### config.mk
export PLATFORM = sky130hd
export DESIGN_NAME = flappy_game_ctrl_flat
export DESIGN_NICKNAME = d
export VERILOG_FILES = /design/src/rtl/flappy_game_ctrl_if.sv /design/src/rtl/flappy_game_ctrl.sv /design/src/flat_wrapper.sv
export SDC_FILE = /design/constraint.sdc
export NUM_CORES = 1
export LEC_CHECK = 0
export ABC_AREA = 1
export BUFFER_PORTS_ARGS = -buffer_cell sky130_fd_sc_hd__buf_2
export CAP_MARGIN = 5
export CORE_ASPECT_RATIO = 0.5
export CORE_MARGIN = 8
export CORE_UTILIZATION = 30
export DETAILED_ROUTE_END_ITERATION = 10
export SYNTH_ARGS = -nofsm -noshare
export SYNTH_HDL_FRONTEND = slang
export SYNTH_SLANG_ARGS = --single-unit
export TNS_END_PERCENT = 100
### constraint.sdc
create_clock -name clk -period 3.33 [get_ports clk]
set_clock_uncertainty 0.05 [all_clocks]
set_input_delay 0.333 -clock clk [delete_from_list [all_inputs] [get_ports clk]]
set_output_delay 0.333 -clock clk [all_outputs]
set_load 0.005 [all_outputs]
### src/rtl/flappy_game_ctrl_if.sv
//----------------------------------------------------------------------
// flappy_game_ctrl_if : frame pulse, player button and sprite position bus
// Rev 1.0
//----------------------------------------------------------------------
`default_nettype none

interface flappy_game_ctrl_if;
  logic       vneg;
  logic       flap;
  logic [9:0] upx1, upx2, dnx1, dnx2;
  logic [9:0] upy1, upy2, dny1, dny2;
  logic [9:0] birdy;
  logic [7:0] score;
  logic       game_over;

  modport master (
    input  vneg, flap,
    output upx1, upx2, dnx1, dnx2, upy1, upy2, dny1, dny2, birdy, score, game_over
  );

  modport slave (
    output vneg, flap,
    input  upx1, upx2, dnx1, dnx2, upy1, upy2, dny1, dny2, birdy, score, game_over
  );
endinterface

`default_nettype wire

### src/rtl/flappy_game_ctrl.sv
//----------------------------------------------------------------------
// flappy_game_ctrl : per-frame bird physics, pipe scroll and collision
// Rev 1.0
//----------------------------------------------------------------------
`default_nettype none

module flappy_game_ctrl #(
  parameter int BIRD_X       = 445,
  parameter int PLAY_X0      = 320,
  parameter int PIPE_RESET_X = 552,
  parameter int TOP_Y        = 85,
  parameter int GROUND_Y     = 415,
  parameter int GAP          = 64,
  parameter int FLAP_V       = 6,
  parameter int MAX_FALL     = 7,
  parameter int BIRD_Y0      = 240
) (
  input  logic               clk,
  input  logic               rst,
  flappy_game_ctrl_if.master bus
);

  localparam int GAP_BASE = 235;
  localparam int GAP_INIT = 250;
  localparam int X2_INIT  = 392;
  localparam int PIPE_W   = 52;
  localparam int PIPE_H   = 150;
  localparam int BIRD_W   = 34;
  localparam int BIRD_H   = 24;

  localparam logic [9:0]        PASS_X  = 10'(BIRD_X - PIPE_W);
  localparam logic signed [6:0] VN_FLAP = 7'(-FLAP_V);
  localparam logic signed [6:0] VN_MAX  = 7'(MAX_FALL);
  localparam logic signed [10:0] TOP_Y_S = 11'(TOP_Y);

  typedef enum logic [2:0] {
    S_IDLE, S_RUN, S_UPD_BIRD, S_UPD_PIPE, S_CHECK, S_DEAD
  } state_t;

  state_t state, state_n;

  logic [7:0]        lfsr;
  logic [2:0]        sync;
  logic              flap_req, flap_edge, consume;
  logic [9:0]        birdy, birdy_n;
  logic signed [5:0] vel, vel_n;
  logic [9:0]        x1, x1_n, x2, x2_n;
  logic [9:0]        gap1, gap1_n, gap2, gap2_n;
  logic [7:0]        score, score_n;
  logic              game_over, game_over_n;

  logic signed [6:0]  vel_inc, vn;
  logic signed [10:0] vn_ext, y_s;
  logic               wrap1, wrap2, pass1, pass2, hit;
  logic [9:0]         x1_step, x2_step, gap1_step, gap2_step;
  logic [8:0]         score_sum;
  logic [7:0]         score_sat;

  // sync[1:0] is the metastability chain, sync[2] the previous sample
  assign flap_edge = sync[1] & ~sync[2];

  assign vel_inc = {vel[5], vel} + 7'd1;
  assign vn      = flap_req ? VN_FLAP : ((vel_inc > VN_MAX) ? VN_MAX : vel_inc);
  assign vn_ext  = {{4{vn[6]}}, vn};
  assign y_s     = $signed({1'b0, birdy}) + vn_ext;

  assign wrap1     = (x1 == 10'(PLAY_X0));
  assign wrap2     = (x2 == 10'(PLAY_X0));
  assign x1_step   = wrap1 ? 10'(PIPE_RESET_X) : x1 - 10'd1;
  assign x2_step   = wrap2 ? 10'(PIPE_RESET_X) : x2 - 10'd1;
  assign gap1_step = wrap1 ? 10'(GAP_BASE) + {5'd0, lfsr[4:0]} : gap1;
  assign gap2_step = wrap2 ? 10'(GAP_BASE) + {5'd0, lfsr[7:3]} : gap2;
  assign pass1     = (x1_step == PASS_X);
  assign pass2     = (x2_step == PASS_X);
  assign score_sum = {1'b0, score} + {8'd0, pass1} + {8'd0, pass2};
  assign score_sat = score_sum[8] ? 8'hFF : score_sum[7:0];

  function automatic logic pipe_hit(input logic [9:0] x, input logic [9:0] gap,
                                    input logic [9:0] y);
    logic [10:0] xe, ge, ye;
    xe = {1'b0, x};
    ge = {1'b0, gap};
    ye = {1'b0, y};
    pipe_hit = (xe <= 11'(BIRD_X + BIRD_W - 1)) &&
               (xe + 11'(PIPE_W - 1) >= 11'(BIRD_X)) &&
               ((ye < ge) || (ye + 11'(BIRD_H - 1) >= ge + 11'(GAP)));
  endfunction

  assign hit = ({1'b0, birdy} + 11'(BIRD_H - 1) >= 11'(GROUND_Y)) ||
               pipe_hit(x1, gap1, birdy) || pipe_hit(x2, gap2, birdy);

  always_ff @(posedge clk or negedge rst) begin
    if (!rst) state <= S_IDLE;
    else      state <= state_n;
  end

  always_comb begin
    state_n     = state;
    consume     = 1'b0;
    birdy_n     = birdy;
    vel_n       = vel;
    x1_n        = x1;
    x2_n        = x2;
    gap1_n      = gap1;
    gap2_n      = gap2;
    score_n     = score;
    game_over_n = game_over;
    case (state)
      S_IDLE: begin
        if (bus.vneg && flap_req) begin
          consume = 1'b1;
          vel_n   = VN_FLAP[5:0];
          state_n = S_RUN;
        end
      end
      S_RUN: begin
        if (bus.vneg) state_n = S_UPD_BIRD;
      end
      S_UPD_BIRD: begin
        consume = flap_req;
        if (y_s < TOP_Y_S) begin
          birdy_n = 10'(TOP_Y);
          vel_n   = '0;
        end else begin
          birdy_n = y_s[9:0];
          vel_n   = vn[5:0];
        end
        state_n = S_UPD_PIPE;
      end
      S_UPD_PIPE: begin
        x1_n    = x1_step;
        x2_n    = x2_step;
        gap1_n  = gap1_step;
        gap2_n  = gap2_step;
        score_n = score_sat;
        state_n = S_CHECK;
      end
      S_CHECK: begin
        if (hit) begin
          game_over_n = 1'b1;
          state_n     = S_DEAD;
        end else begin
          state_n = S_RUN;
        end
      end
      S_DEAD: begin
        // restart reloads the game but the LFSR keeps running
        if (bus.vneg && flap_req) begin
          consume     = 1'b1;
          birdy_n     = 10'(BIRD_Y0);
          vel_n       = '0;
          x1_n        = 10'(PIPE_RESET_X);
          x2_n        = 10'(X2_INIT);
          gap1_n      = 10'(GAP_INIT);
          gap2_n      = 10'(GAP_INIT);
          score_n     = '0;
          game_over_n = 1'b0;
          state_n     = S_IDLE;
        end
      end
      default: state_n = S_IDLE;
    endcase
  end

  always_ff @(posedge clk or negedge rst) begin
    if (!rst) begin
      lfsr      <= 8'hA5;
      sync      <= '0;
      flap_req  <= 1'b0;
      birdy     <= 10'(BIRD_Y0);
      vel       <= '0;
      x1        <= 10'(PIPE_RESET_X);
      x2        <= 10'(X2_INIT);
      gap1      <= 10'(GAP_INIT);
      gap2      <= 10'(GAP_INIT);
      score     <= '0;
      game_over <= 1'b0;
    end else begin
      lfsr      <= {lfsr[6:0], lfsr[7] ^ lfsr[5] ^ lfsr[4] ^ lfsr[3]};
      sync      <= {sync[1:0], bus.flap};
      flap_req  <= flap_edge | (flap_req & ~consume);
      birdy     <= birdy_n;
      vel       <= vel_n;
      x1        <= x1_n;
      x2        <= x2_n;
      gap1      <= gap1_n;
      gap2      <= gap2_n;
      score     <= score_n;
      game_over <= game_over_n;
    end
  end

  assign bus.upx1      = x1;
  assign bus.dnx1      = x1;
  assign bus.upx2      = x2;
  assign bus.dnx2      = x2;
  assign bus.upy1      = gap1 - 10'(PIPE_H);
  assign bus.upy2      = gap2 - 10'(PIPE_H);
  assign bus.dny1      = gap1 + 10'(GAP);
  assign bus.dny2      = gap2 + 10'(GAP);
  assign bus.birdy     = birdy;
  assign bus.score     = score;
  assign bus.game_over = game_over;

endmodule

`default_nettype wire

### src/flat_wrapper.sv
// flat-port wrapper written by rule: the top's interface ports become plain ports
module flappy_game_ctrl_flat 
#(
  parameter int BIRD_X       = 445,
  parameter int PLAY_X0      = 320,
  parameter int PIPE_RESET_X = 552,
  parameter int TOP_Y        = 85,
  parameter int GROUND_Y     = 415,
  parameter int GAP          = 64,
  parameter int FLAP_V       = 6,
  parameter int MAX_FALL     = 7,
  parameter int BIRD_Y0      = 240
)
  (clk, rst, bus_vneg, bus_flap, bus_upx1, bus_upx2, bus_dnx1, bus_dnx2, bus_upy1, bus_upy2, bus_dny1, bus_dny2, bus_birdy, bus_score, bus_game_over);
  flappy_game_ctrl_if bus_i ();
  input  logic clk;
  input  logic rst;
  input wire logic [$bits(bus_i.vneg)-1:0] bus_vneg;
  input wire logic [$bits(bus_i.flap)-1:0] bus_flap;
  output wire logic [$bits(bus_i.upx1)-1:0] bus_upx1;
  output wire logic [$bits(bus_i.upx2)-1:0] bus_upx2;
  output wire logic [$bits(bus_i.dnx1)-1:0] bus_dnx1;
  output wire logic [$bits(bus_i.dnx2)-1:0] bus_dnx2;
  output wire logic [$bits(bus_i.upy1)-1:0] bus_upy1;
  output wire logic [$bits(bus_i.upy2)-1:0] bus_upy2;
  output wire logic [$bits(bus_i.dny1)-1:0] bus_dny1;
  output wire logic [$bits(bus_i.dny2)-1:0] bus_dny2;
  output wire logic [$bits(bus_i.birdy)-1:0] bus_birdy;
  output wire logic [$bits(bus_i.score)-1:0] bus_score;
  output wire logic [$bits(bus_i.game_over)-1:0] bus_game_over;
  assign bus_i.vneg = bus_vneg;
  assign bus_i.flap = bus_flap;
  assign bus_upx1 = bus_i.upx1;
  assign bus_upx2 = bus_i.upx2;
  assign bus_dnx1 = bus_i.dnx1;
  assign bus_dnx2 = bus_i.dnx2;
  assign bus_upy1 = bus_i.upy1;
  assign bus_upy2 = bus_i.upy2;
  assign bus_dny1 = bus_i.dny1;
  assign bus_dny2 = bus_i.dny2;
  assign bus_birdy = bus_i.birdy;
  assign bus_score = bus_i.score;
  assign bus_game_over = bus_i.game_over;
  flappy_game_ctrl #(.BIRD_X(BIRD_X), .PLAY_X0(PLAY_X0), .PIPE_RESET_X(PIPE_RESET_X), .TOP_Y(TOP_Y), .GROUND_Y(GROUND_Y), .GAP(GAP), .FLAP_V(FLAP_V), .MAX_FALL(MAX_FALL), .BIRD_Y0(BIRD_Y0)) u_core (.clk(clk), .rst(rst), .bus(bus_i));
endmodule
==> results of run 1 <==
## power groups by stage
stage	Combinational, mW	Sequential [mW]	Clock [mW]
floorplan	4.00	1.76	0
global placement	5.62	1.80	0
detailed placement	5.70	1.82	0
CTS	5.83	1.80	1.03
global route	7.09	1.87	1.07
finish	6.32	1.81	0.997
## area by class of cell
type	instances	area, um^2	area share (%)
clock inverter	3	43.8	0.521
multi-input combinational	699	4330	51.5
tap	307	384	4.57
clock buffer	13	250	2.98
inverter	153	574	6.83
timing repair buffer	144	841	10.0
sequential	78	1990	23.6
## worst max-delay path, cell delays in order, from the launching register on
cell and delay (ns):
sky130_fd_sc_hd__dfrtp_1 0.44, sky130_fd_sc_hd__inv_2 0.08, sky130_fd_sc_hd__ha_4 0.24, sky130_fd_sc_hd__inv_2 0.05, sky130_fd_sc_hd__nand2_1 0.04, sky130_fd_sc_hd__or2_1 0.21, sky130_fd_sc_hd__nand3_2 0.08, sky130_fd_sc_hd__nand2_2 0.06
sky130_fd_sc_hd__a21oi_2 0.18, sky130_fd_sc_hd__ha_2 0.21, sky130_fd_sc_hd__inv_2 0.04, sky130_fd_sc_hd__fa_2 0.40, sky130_fd_sc_hd__inv_2 0.07, sky130_fd_sc_hd__nand3_2 0.07, sky130_fd_sc_hd__nand2_2 0.07, sky130_fd_sc_hd__nand4_1 0.10
sky130_fd_sc_hd__nand2_1 0.11, sky130_fd_sc_hd__nand2_2 0.07, sky130_fd_sc_hd__nand2_2 0.10, sky130_fd_sc_hd__nand4_4 0.25, sky130_fd_sc_hd__nand2_8 0.20, sky130_fd_sc_hd__o22ai_2 0.07
## final timing paths
kind,slack (ns),end,start,depth (start not counted)
min in group asynchronous,0.10,u_core.bus.dnx2[2],rst,1
max reg2reg,-0.03,u_core.bus.birdy[9],u_core.vel[0],21
min,0.05,u_core.sync[0],bus_flap,1
min reg2reg,0.30,u_core.sync[1],u_core.sync[0],0
max,-0.03,u_core.bus.birdy[9],u_core.vel[0],21
max in group asynchronous,2.36,u_core.vel[1],rst,1
## placed cells by master (no fill, tap or decap), drive strengths merged, types with 3 or more instances in the layout
master  synthesis  final
nand2         240    241
inv           152    153
buf            42    144
nor2           89     89
ha             71     71
o21ai          68     68
nand3          61     61
dfrtp          52     52
a21oi          43     43
dfstp          26     26
xor2           23     23
o22ai          21     21
nand4          18     18
clkbuf          4     13
nor3           13     13
nand3b          9      9
xnor2           9      9
or2             5      5
a21boi          4      4
o31ai           4      4
o211ai          3      3
o21bai          3      3
a22oi           3      3
## logic make-up after synthesis
logic type,synth area share (%)
fa+ha+maj,13.2
simple gates,28.8
flops,28.3
compound gates,12.6
buf+inv,12.8
xor+xnor,4.26
## through the flow
step           hold WS [ns]  worst slack, ns  cells
6_report             0.0459          -0.0256   1397
5_1_grt              0.0272           -0.220   1397
4_1_cts              0.0345         -0.00460   1384
3_5_place_dp          0.294          -0.0413   1367
3_3_place_gp          0.293            0.115   1367
2_1_floorplan       -0.0126            0.226    975
## sequential cells by signal, summed over array words and instances, names as in the netlist, 3 cells and up
| name | flops |
|---|---|
| u_core.lfsr | 8 |
| u_core.bus.dnx2 | 10 |
| u_core.gap2 | 9 |
| u_core.bus.birdy | 10 |
| u_core.gap1 | 9 |
| u_core.sync | 3 |
| u_core.vel | 6 |
| u_core.bus.dnx1 | 10 |
| u_core.bus.score | 8 |
| u_core.state | 3 |
## routing by layer
metal  global-route usage [%]  share of wire [%]  vias to the layer above
met2                     24.4                 50                      136
li1                         -                  -                     3366
met1                     17.1                 44                     3160
met3                     3.09                4.4                       17
met4                     3.05                1.1                        0
met5                        0                  0                        -
## repair_timing
item / 4_1_cts / 5_1_grt
gates cloned: 1 / 0
gates resized for setup: 3 / 51
setup endpoints to repair: 10 / 24
setup buffers: 0 / 13
pin swaps: 3 / 22
==> results.rst, run 1 <==
.. list-table::
   :header-rows: 1

   * - Metric
     - Value
   * - Most common cell in the synthesized netlist
     - sky130_fd_sc_hd__nand2_1
   * - CTS H-tree lvls
     - 3
   * - Most area-hungry cell type in the Yosys netlist
     - sky130_fd_sc_hd__dfrtp_1
   * - Initial antenna violation count
     - 0
   * - # DRC
     - 0
   * - Clock tree from TritonCTS
     - yes
   * - Cell chosen for the clock root
     - sky130_fd_sc_hd__clkbuf_16
   * - Least-Margin Pin Slew
     - 1.05 ns
   * - Power density of the placed cells
     - 1090 nW/um^2
   * - Overall track demand over capacity in global routing
     - 13.8%
   * - Clock share of power
     - 10.9%
   * - Average wire length per cell after detail routing
     - 14.6 um
   * - Routability congestion estimate
     - 0.879
   * - Predominant post-synthesis flop cell
     - sky130_fd_sc_hd__dfrtp_1
   * - Synthesized area per cell
     - a little over 7 um^2
   * - CP arrival
     - 3.51 ns
   * - Clk slew on worst S/H paths
     - ~0.06 ns
   * - Final total power
     - 9.13 mW
   * - Relative area change from synthesis to final layout
     - 19.8%
   * - Logic gate share of total power
     - between 60% and 70%
   * - Util after Layout
     - 36.7%
   * - CTS Buf Count
     - 9
   * - Leakage dissipation
     - approximately 4.3 nW
   * - Fmax
     - 298 MHz
   * - Site row count
     - 39
   * - Number of enable-type register cells in the synthesized netlist
     - 0
   * - Switching Fraction
     - 50.6%
   * - Startpoint class of the critical path
     - flop
   * - Diodes inserted
     - 0
   * - Placed instance area
     - about 7800 um^2
   * - Switching power
     - about 4.6 mW
   * - Crit Path Class
     - reg -> reg
   * - Filler Cell Count
     - 2347
   * - Vias after detailed routing
     - roughly 6700
   * - Vias in the first global route
     - roughly 6300
   * - Yosys cell types
     - between 50 and 60
   * - Source-to-sink clock delay at the later pin of the worst-skew pair
     - roughly 0.34 ns
   * - Part of the Yosys area used for sequential elements
     - 28.3%
   * - Critical path endpoint category
     - flop
   * - Number of primary I/O pins
     - ~100
   * - Leading post-synthesis cells by instance count
     - 227 x sky130_fd_sc_hd__nand2_1, 139 x sky130_fd_sc_hd__inv_1, 76 x sky130_fd_sc_hd__nor2_1, 71 x sky130_fd_sc_hd__ha_1, 59 x sky130_fd_sc_hd__nand3_1
   * - First DRT Iteration DRCs
     - 430
   * - Top cells by area, synth
     - sky130_fd_sc_hd__dfrtp_1 19%, sky130_fd_sc_hd__ha_1 13%, sky130_fd_sc_hd__nand2_1 12%
   * - Flop pwr share
     - approximately 20%
   * - Placeable Area
     - between 20000 and 25000 um^2
   * - Worst Setup Slack, final
     - -0.0256 ns
   * - Hold violation count in the final report
     - 0
   * - Internal cell power
     - 4.51 mW
   * - Wire length of the first global-routing pass
     - roughly 32 mm
   * - Antenna-violating nets left
     - 0
   * - Finished layout cell area
     - around 8400 um^2
   * - Setup repair after global routing missed its margin
     - yes
   * - Run status
     - finished with violations
   * - Max-cap check violation count
     - 0
   * - Sum of negative setup slack
     - -0.181 ns
   * - Count of input and output buffers
     - around 100
   * - Register bit count reported by yosys
     - 78
   * - # clock sinks
     - 78
   * - Req. time, crit path
     - 3.48 ns
   * - Worst min path class
     - in -> reg
   * - Overflow left after global routing
     - 0
   * - Count of hold buffers inserted by post-cts repair
     - 0
   * - Fin crit period
     - 3.36 ns
   * - Proportion of netlist area held by the largest area contributor
     - 18.5%
   * - DRT Pass-1 Iters
     - 6
   * - Initial core utilization
     - between 30% and 40%
   * - Crit path max fanout
     - 8
   * - Sum of routed wire length over all layers
     - 20.4 mm
   * - Number of buffers between clock root and the deepest sink
     - 2
   * - Share of the clock period used by the worst path
     - 101%
   * - Share of layout cells above drive strength 1
     - 27.0%
   * - Ys Warns
     - 0
   * - Net count of the finished layout
     - 1162
   * - Detailed placement HPWL
     - 15.9 mm
   * - Failing checks
     - negative setup slack
   * - Largest voltage drop on the vdd net
     - 0.386 mV
   * - Routed via count divided by cell count
     - 4.78
   * - Synthesized Nets
     - between 1000 and 1500
   * - Height of the die
     - about 120 um
   * - Final setup violating endpoints
     - 11
   * - Headroom to the max-slew limit
     - 30.0%
   * - Max Slew Vio Count
     - 0
   * - Gate Count Post-Synth
     - about 980
   * - Overall die area
     - 28900 um^2
   * - Maximum number of pins on one net before global-route repair
     - 79
   * - Post-synth ARST share
     - 100%
   * - Post-synthesis cell area
     - ~7000 um^2
   * - Die width
     - 232 um
Note: power is estimated with default switching activity, not from simulation.
==> run 2: changes to the inputs <==
--- a/config.mk
+++ b/config.mk
@@ -12,6 +12,7 @@
 export CORE_MARGIN = 8
 export CORE_UTILIZATION = 30
 export DETAILED_ROUTE_END_ITERATION = 10
+export RECOVER_POWER = 50
 export SYNTH_ARGS = -nofsm -noshare
 export SYNTH_HDL_FRONTEND = slang
 export SYNTH_SLANG_ARGS = --single-unit
==> run 2 against run 1 <==
Compared with the run above:
- the run ends with max-capacitance violations, max-slew violations, negative setup slack left
- first-iteration DRC count down 6.7%
- cell count unchanged
- clock-buffer cell count unchanged
- power down 0.41%
- worst setup slack worse by 0.0036 ns
- critical path type unchanged
- critical endpoint is now u_core.bus.birdy[3]
- largest power group unchanged
==> results.rst, run 2 (synthesized netlist as in run 1, its figures left out) <==
.. list-table::
   :header-rows: 1

   * - Metric
     - Value
   * - Run status
     - finished with violations
   * - Failing checks
     - max-capacitance violations, max-slew violations, negative setup slack
   * - Worst min path class
     - in -> reg
   * - Average wire length per cell after detail routing
     - 14.6 um
   * - Overall die area
     - approximately 29000 um^2
   * - CP arrival
     - between 3 and 4 ns
   * - Clk slew on worst S/H paths
     - around 0.06 ns
   * - Req. time, crit path
     - 3.49 ns
   * - Net count of the finished layout
     - 1162
   * - # clock sinks
     - 78
   * - Count of hold buffers inserted by post-cts repair
     - 0
   * - Number of cell instances on the worst register-to-register path
     - 21
   * - Util after Layout
     - 36.6%
   * - Area of all sequential standard cells
     - 1990 um^2
   * - Worst Hold Slack
     - 0.0462 ns
   * - Multi-input logic area
     - roughly 4300 um^2
   * - Post-placement setup slack
     - -0.0413 ns
   * - Final setup violating endpoints
     - 12
   * - Critical R2R Launch
     - u_core.vel[0]
   * - Diodes inserted
     - 0
   * - Sum of routed wire length over all layers
     - 20.4 mm
   * - Destination of the worst hold path
     - u_core.sync[0]
   * - Height of the die
     - between 100 and 150 um
   * - Die width
     - 232 um
   * - Power density of the placed cells
     - 1090 nW/um^2
   * - Critical path endpoint category
     - flop
   * - Fmax
     - 298 MHz
   * - Library cell contributing the largest single delay on the critical path
     - sky130_fd_sc_hd__dfrtp_1
   * - Highest-count cells in the layout ignoring fill and taps
     - 221 x sky130_fd_sc_hd__nand2_1, 130 x sky130_fd_sc_hd__inv_1, 83 x sky130_fd_sc_hd__buf_2
   * - Maximum number of pins on one net before global-route repair
     - 79
   * - Wire length of the first global-routing pass
     - 32.3 mm
   * - Placed instance area
     - about 8000 um^2
   * - Least-Margin Pin Slew
     - 2.04 ns
   * - DRT Pass-1 Iters
     - 5
   * - Initial core utilization
     - 30.7%
   * - Flop pwr share
     - 19.9%
   * - Leakage dissipation
     - between 4 and 5 nW
   * - Worst setup slack for register-to-register paths
     - -0.03 ns
   * - Leading cell type in the layout, fill and taps excluded
     - sky130_fd_sc_hd__nand2_1
   * - Worst Setup Slack, final
     - -0.0292 ns
   * - Final total power
     - 9.09 mW
   * - Source-to-sink clock delay at the later pin of the worst-skew pair
     - 0.34 ns
   * - Overall track demand over capacity in global routing
     - 13.8%
   * - Routed via count divided by cell count
     - 4.78
   * - Vias in the first global route
     - 6305
   * - Max Slew Vio Count
     - 79
   * - Number of buffers between clock root and the deepest sink
     - 2
   * - Clock share of power
     - a little over a tenth
   * - # DRC
     - 0
   * - Crit Path Class
     - reg -> reg
   * - Clock tree from TritonCTS
     - yes
   * - Largest incremental delay on the critical path
     - 0.44 ns
   * - Fin crit period
     - 3.36 ns
   * - Largest voltage drop on the vdd net
     - 0.386 mV
   * - Headroom to the max-slew limit
     - -36.1%
   * - Worst R2R End
     - u_core.bus.birdy[3]
   * - Setup repair after global routing missed its margin
     - yes
   * - Detailed placement HPWL
     - 15.9 mm
   * - CTS Buf Count
     - 9
   * - Crit path cell chain
     - inv_2 > ha_4 > inv_2 > nand2_1 > or2_1 > nand3_2 > nand2_2 > a21oi_2 > ha_2 > inv_2 > fa_2 > inv_2 > nand3_2 > nand2_2 > nand4_1 > nand2_1 > nand2_2 > nand2_2 > nand4_4 > nand2_8 > o22ai_2
   * - Filler Cell Count
     - 2365
   * - Share of the clock period used by the worst path
     - 101%
   * - Cell chosen for the clock root
     - sky130_fd_sc_hd__clkbuf_16
   * - Relative area change from synthesis to final layout
     - 19.2%
   * - Top Family by Delay on Critical Path
     - simple AND/OR/NAND/NOR gates
   * - Placeable Area
     - roughly 23000 um^2
   * - First DRT Iteration DRCs
     - between 400 and 500
   * - Vias after detailed routing
     - between 6000 and 7000
   * - Logic gate share of total power
     - 69.1%
   * - Internal cell power
     - 4.47 mW
   * - Switching Fraction
     - between 50% and 60%
   * - Antenna-violating nets left
     - 0
   * - Hold violation count in the final report
     - 0
   * - Routability congestion estimate
     - 0.879
   * - Number of primary I/O pins
     - between 100 and 150
   * - Hold path startpoint
     - bus_flap
   * - Finished layout cell area
     - about 8400 um^2
   * - Startpoint class of the critical path
     - flop
   * - Hold Crit Depth
     - 1
   * - Share of layout cells above drive strength 1
     - between 20% and 30%
   * - Buf/Inv on CP
     - 4
   * - Max-cap check violation count
     - 1
   * - Switching power
     - 4.62 mW
   * - Count of input and output buffers
     - ~100
   * - Overflow left after global routing
     - 0
   * - CTS H-tree lvls
     - 3
   * - Site row count
     - 39
   * - Crit path max fanout
     - 8
   * - Initial antenna violation count
     - 0
## run 2: cell count changes in the layout (fill, tap and decap cells not counted)
| cell | delta |
|---|---|
| sky130_fd_sc_hd__dfstp_1 | +5 |
| sky130_fd_sc_hd__buf_4 | -5 |
| sky130_fd_sc_hd__clkbuf_2 | +2 |
| sky130_fd_sc_hd__buf_2 | -18 |
| sky130_fd_sc_hd__clkbuf_1 | +21 |
| sky130_fd_sc_hd__dfstp_2 | -5 |
## run 2: layout make-up
type                            count  area share [%]
Multi-Input combinational cell    699            51.7
Sequential cell                    78            23.8
Timing Repair Buffer              144            9.58
Inverter                          153            6.86
Tap cell                          307            4.59
Clock buffer                       13            2.99
Clock inverter                      3           0.523
## run 2: how the worst max path moves through the flow
stage	startpoint	endpoint	slack, ns	cells past startpoint
floorplan	u_core.vel[0]	u_core.bus.birdy[1]	0.23	21
global placement	u_core.vel[0]	u_core.bus.birdy[9]	0.12	21
detailed placement	u_core.vel[0]	u_core.bus.birdy[9]	-0.04	21
CTS	u_core.vel[0]	u_core.vel[4]	-0.005	23
global route	u_core.vel[0]	u_core.bus.birdy[0]	-0.22	22
finish	u_core.vel[0]	u_core.bus.birdy[3]	-0.03	21
## run 2: metrics by stage
stage,TNS (ns),std cells
after global placement,0,1367
after CTS,-0.00588,1384
after global routing,-3.05,1397
after floorplan,0,975
final,-0.210,1397
after detailed placement,-0.193,1367
## run 2: power by group through the flow
stage,Sequential (mW),Clock [mW],Combinational (mW)
floorplan,1.76,0,4.00
global placement,1.80,0,5.62
detailed placement,1.82,0,5.70
CTS,1.80,1.03,5.83
global route,1.87,1.07,7.05
finish,1.81,1.00,6.28
## run 2: what timing repair did
item / in CTS / in global routing
gates resized for setup: 3 / 51
pin swaps: 3 / 22
buffers inserted: 0 / 13
endpoints found under the setup margin: 10 / 24
cloned: 1 / 0
## run 2: per-layer routing
metal | GRT usage [%] | up-vias | part of all wire (%)
met3 | 3.09 | 18 | 3.9
met1 | 17.1 | 3176 | 45
met4 | 3.05 | 0 | 1.0
met2 | 24.4 | 121 | 51
li1 | - | 3360 | -
met5 | 0 | - | 0
==> run 3: changes to the inputs <==
--- a/config.mk
+++ b/config.mk
@@ -12,7 +12,9 @@
 export CORE_MARGIN = 8
 export CORE_UTILIZATION = 30
 export DETAILED_ROUTE_END_ITERATION = 10
+export PLACE_DENSITY = 0.61
 export RECOVER_POWER = 50
+export SETUP_SLACK_MARGIN = 0.05
 export SYNTH_ARGS = -nofsm -noshare
 export SYNTH_HDL_FRONTEND = slang
 export SYNTH_SLANG_ARGS = --single-unit
==> run 3 against run 2 <==
Compared with the run above:
- the run ends with max-capacitance violations, max-slew violations left
- largest power group unchanged
- combinational power decreased by 1%
- global-route usage about the same
- clock-buffer cell count decreased by 2
- maximum frequency increased by 3.4%
==> results.rst, run 3 (synthesized netlist as in run 1, its figures left out) <==
.. list-table::
   :header-rows: 1

   * - Metric
     - Value
   * - Run status
     - finished with violations
   * - Failing checks
     - max-capacitance violations, max-slew violations
   * - Leading cell type in the layout, fill and taps excluded
     - sky130_fd_sc_hd__nand2_1
   * - Finished layout cell area
     - 8390 um^2
   * - Overflow left after global routing
     - 0
   * - Setup repair after global routing missed its margin
     - yes
   * - Startpoint class of the critical path
     - flop
   * - Max-cap check violation count
     - 1
   * - Req. time, crit path
     - 3.58 ns
   * - Count of input and output buffers
     - 102
   * - Diodes inserted
     - 0
   * - Vias after detailed routing
     - 6728
   * - Number of buffers between clock root and the deepest sink
     - 2
   * - Highest-count cells in the layout ignoring fill and taps
     - 224 x sky130_fd_sc_hd__nand2_1, 130 x sky130_fd_sc_hd__inv_1, 81 x sky130_fd_sc_hd__buf_2
   * - Detailed placement HPWL
     - 15.8 mm
   * - Vias in the first global route
     - 6461
   * - Cell chosen for the clock root
     - sky130_fd_sc_hd__clkbuf_16
   * - Fin cells
     - 1400
   * - Initial core utilization
     - 30.7%
   * - Site row count
     - 39
   * - CTS H-tree lvls
     - 3
   * - Filler Cell Count
     - 2355
   * - Worst Hold Slack
     - around 0.044 ns
   * - Sum of negative setup slack
     - 0 ns
   * - Overall track demand over capacity in global routing
     - 13.8%
   * - Net count of the finished layout
     - 1165
   * - Max Slew Vio Count
     - 79
   * - Placed cell count
     - 1364
   * - Crit Path Class
     - reg -> reg
   * - Average wire length per cell after detail routing
     - 14.6 um
   * - Height of the die
     - 124 um
   * - Routed via count divided by cell count
     - between 4 and 5
   * - Crit path max fanout
     - 8
   * - Share of layout cells above drive strength 1
     - 24.5%
   * - Power density of the placed cells
     - approximately 1100 nW/um^2
   * - Worst min path class
     - in -> reg
   * - Headroom to the max-slew limit
     - -34.7%
   * - CTS Buf Count
     - 9
   * - Hold path startpoint
     - bus_flap
   * - Placed instance area
     - 7790 um^2
   * - Clk slew on worst S/H paths
     - 0.07 ns
   * - DRT Pass-1 Iters
     - 5
   * - Number of cell instances on the worst register-to-register path
     - 21
   * - Hold Crit Depth
     - 1
   * - Clock tree from TritonCTS
     - yes
   * - Die width
     - 232 um
   * - # DRC
     - 0
   * - Critical R2R Launch
     - u_core.vel[0]
   * - Fin crit period
     - 3.25 ns
   * - Largest voltage drop on the vdd net
     - 0.381 mV
   * - Share of the clock period used by the worst path
     - between 90% and 100%
   * - Routability congestion estimate
     - 0.879
   * - Relative area change from synthesis to final layout
     - 19.5%
   * - Setup crit start
     - u_core.vel[0]
   * - Critical path endpoint category
     - flop
   * - Final setup violating endpoints
     - 0
   * - Placeable Area
     - approximately 23000 um^2
   * - Source-to-sink clock delay at the later pin of the worst-skew pair
     - approximately 0.35 ns
   * - Least-Margin Pin Slew
     - roughly 2.0 ns
   * - # clock sinks
     - 78
   * - Maximum number of pins on one net before global-route repair
     - 79
   * - Sum of routed wire length over all layers
     - around 20 mm
   * - CP arrival
     - 3.49 ns
   * - Fmax
     - between 300 and 400 MHz
   * - Number of primary I/O pins
     - 103
   * - Leakage dissipation
     - between 4 and 5 nW
   * - Wire length of the first global-routing pass
     - roughly 32 mm
   * - Overall die area
     - 28900 um^2
   * - Initial antenna violation count
     - 0
   * - Hold violation count in the final report
     - 0
   * - First DRT Iteration DRCs
     - 469
   * - Antenna-violating nets left
     - 0
run 3: cell count changes in the layout (fill, tap and decap cells not counted), moves of 2 or more:
cell / before / now
sky130_fd_sc_hd__buf_4: 37 / 41
sky130_fd_sc_hd__o21ai_0: 55 / 51
sky130_fd_sc_hd__o21ai_1: 7 / 11
sky130_fd_sc_hd__ha_4: 2 / 5
sky130_fd_sc_hd__nand2_1: 221 / 224
sky130_fd_sc_hd__nand2_2: 16 / 13
sky130_fd_sc_hd__buf_2: 83 / 81
sky130_fd_sc_hd__clkinvlp_4: 0 / 2
sky130_fd_sc_hd__ha_2: 4 / 2
run 3: path summary, 6_finish.rpt:
check                                       to  slack (ns)
min reg2reg                     u_core.sync[1]        0.30
min in group asynchronous   u_core.bus.dnx2[2]        0.45
max                        u_core.bus.birdy[2]        0.08
min                             u_core.sync[0]        0.04
max reg2reg                u_core.bus.birdy[2]        0.08
max in group asynchronous        u_core.vel[1]        1.38
run 3: layout make-up:
class	count	area (um^2)	share of cell area (%)
inverters	153	574	6.85
well taps	307	384	4.58
flip-flops and latches	78	1990	23.7
multi-input cells	699	4350	51.9
clock inverters	5	33.8	0.403
clock buffers	11	243	2.89
repair buffers	147	816	9.72
run 3: through the flow:
| step | power (mW) | util, % | setup WS, ns |
|---|---|---|---|
| floorplan | 5.76 | - | 0.226 |
| global placement | 7.39 | 34.0 | 0.0653 |
| detailed placement | 7.48 | 34.0 | -0.0626 |
| CTS | 8.65 | 35.6 | 0.0520 |
| global route | 9.89 | 36.7 | -0.136 |
| finish | 8.98 | 36.7 | 0.0824 |
run 3: per-layer routing:
layer	global-route usage [%]	up-vias	wire (um)
met1	16.9	3209	9240
li1	-	3359	-
met4	5.13	0	448
met5	0	-	0
met2	23.6	127	9980
met3	3.18	33	786
run 3: worst max-delay path: stages, from the launching register on:
cell and delay, ns:
sky130_fd_sc_hd__dfrtp_2 0.45, sky130_fd_sc_hd__inv_2 0.09, sky130_fd_sc_hd__ha_4 0.19, sky130_fd_sc_hd__inv_2 0.05
sky130_fd_sc_hd__nand2_1 0.05, sky130_fd_sc_hd__or2_1 0.22, sky130_fd_sc_hd__nand3_2 0.07, sky130_fd_sc_hd__nand2_2 0.05
sky130_fd_sc_hd__a21oi_2 0.17, sky130_fd_sc_hd__ha_2 0.21, sky130_fd_sc_hd__inv_2 0.04, sky130_fd_sc_hd__fa_2 0.53
sky130_fd_sc_hd__inv_2 0.04, sky130_fd_sc_hd__o21ai_2 0.12, sky130_fd_sc_hd__nand3_1 0.09, sky130_fd_sc_hd__nand2_1 0.06
sky130_fd_sc_hd__nand2_1 0.06, sky130_fd_sc_hd__nand2_2 0.08, sky130_fd_sc_hd__nand4_4 0.23, sky130_fd_sc_hd__nand2_4 0.20
sky130_fd_sc_hd__o21ai_2 0.07, sky130_fd_sc_hd__nand2_1 0.06
run 3: power by group:
part           switching [mW]  internal [mW]  total [mW]
Sequential              0.489           1.35        1.84
Clock                   0.410          0.525       0.935
Combinational            3.70           2.51        6.21
Total                    4.60           4.38        8.98
run 3: repair_timing:
item / CTS / global route
hold buffers: 0 / 0
gates cloned: 1 / 0
pin swaps: 7 / 30
setup endpoints to repair: 20 / 24
endpoints found under the hold margin: 0 / 0
setup buffers: 7 / 13
gates resized for setup: 8 / 53
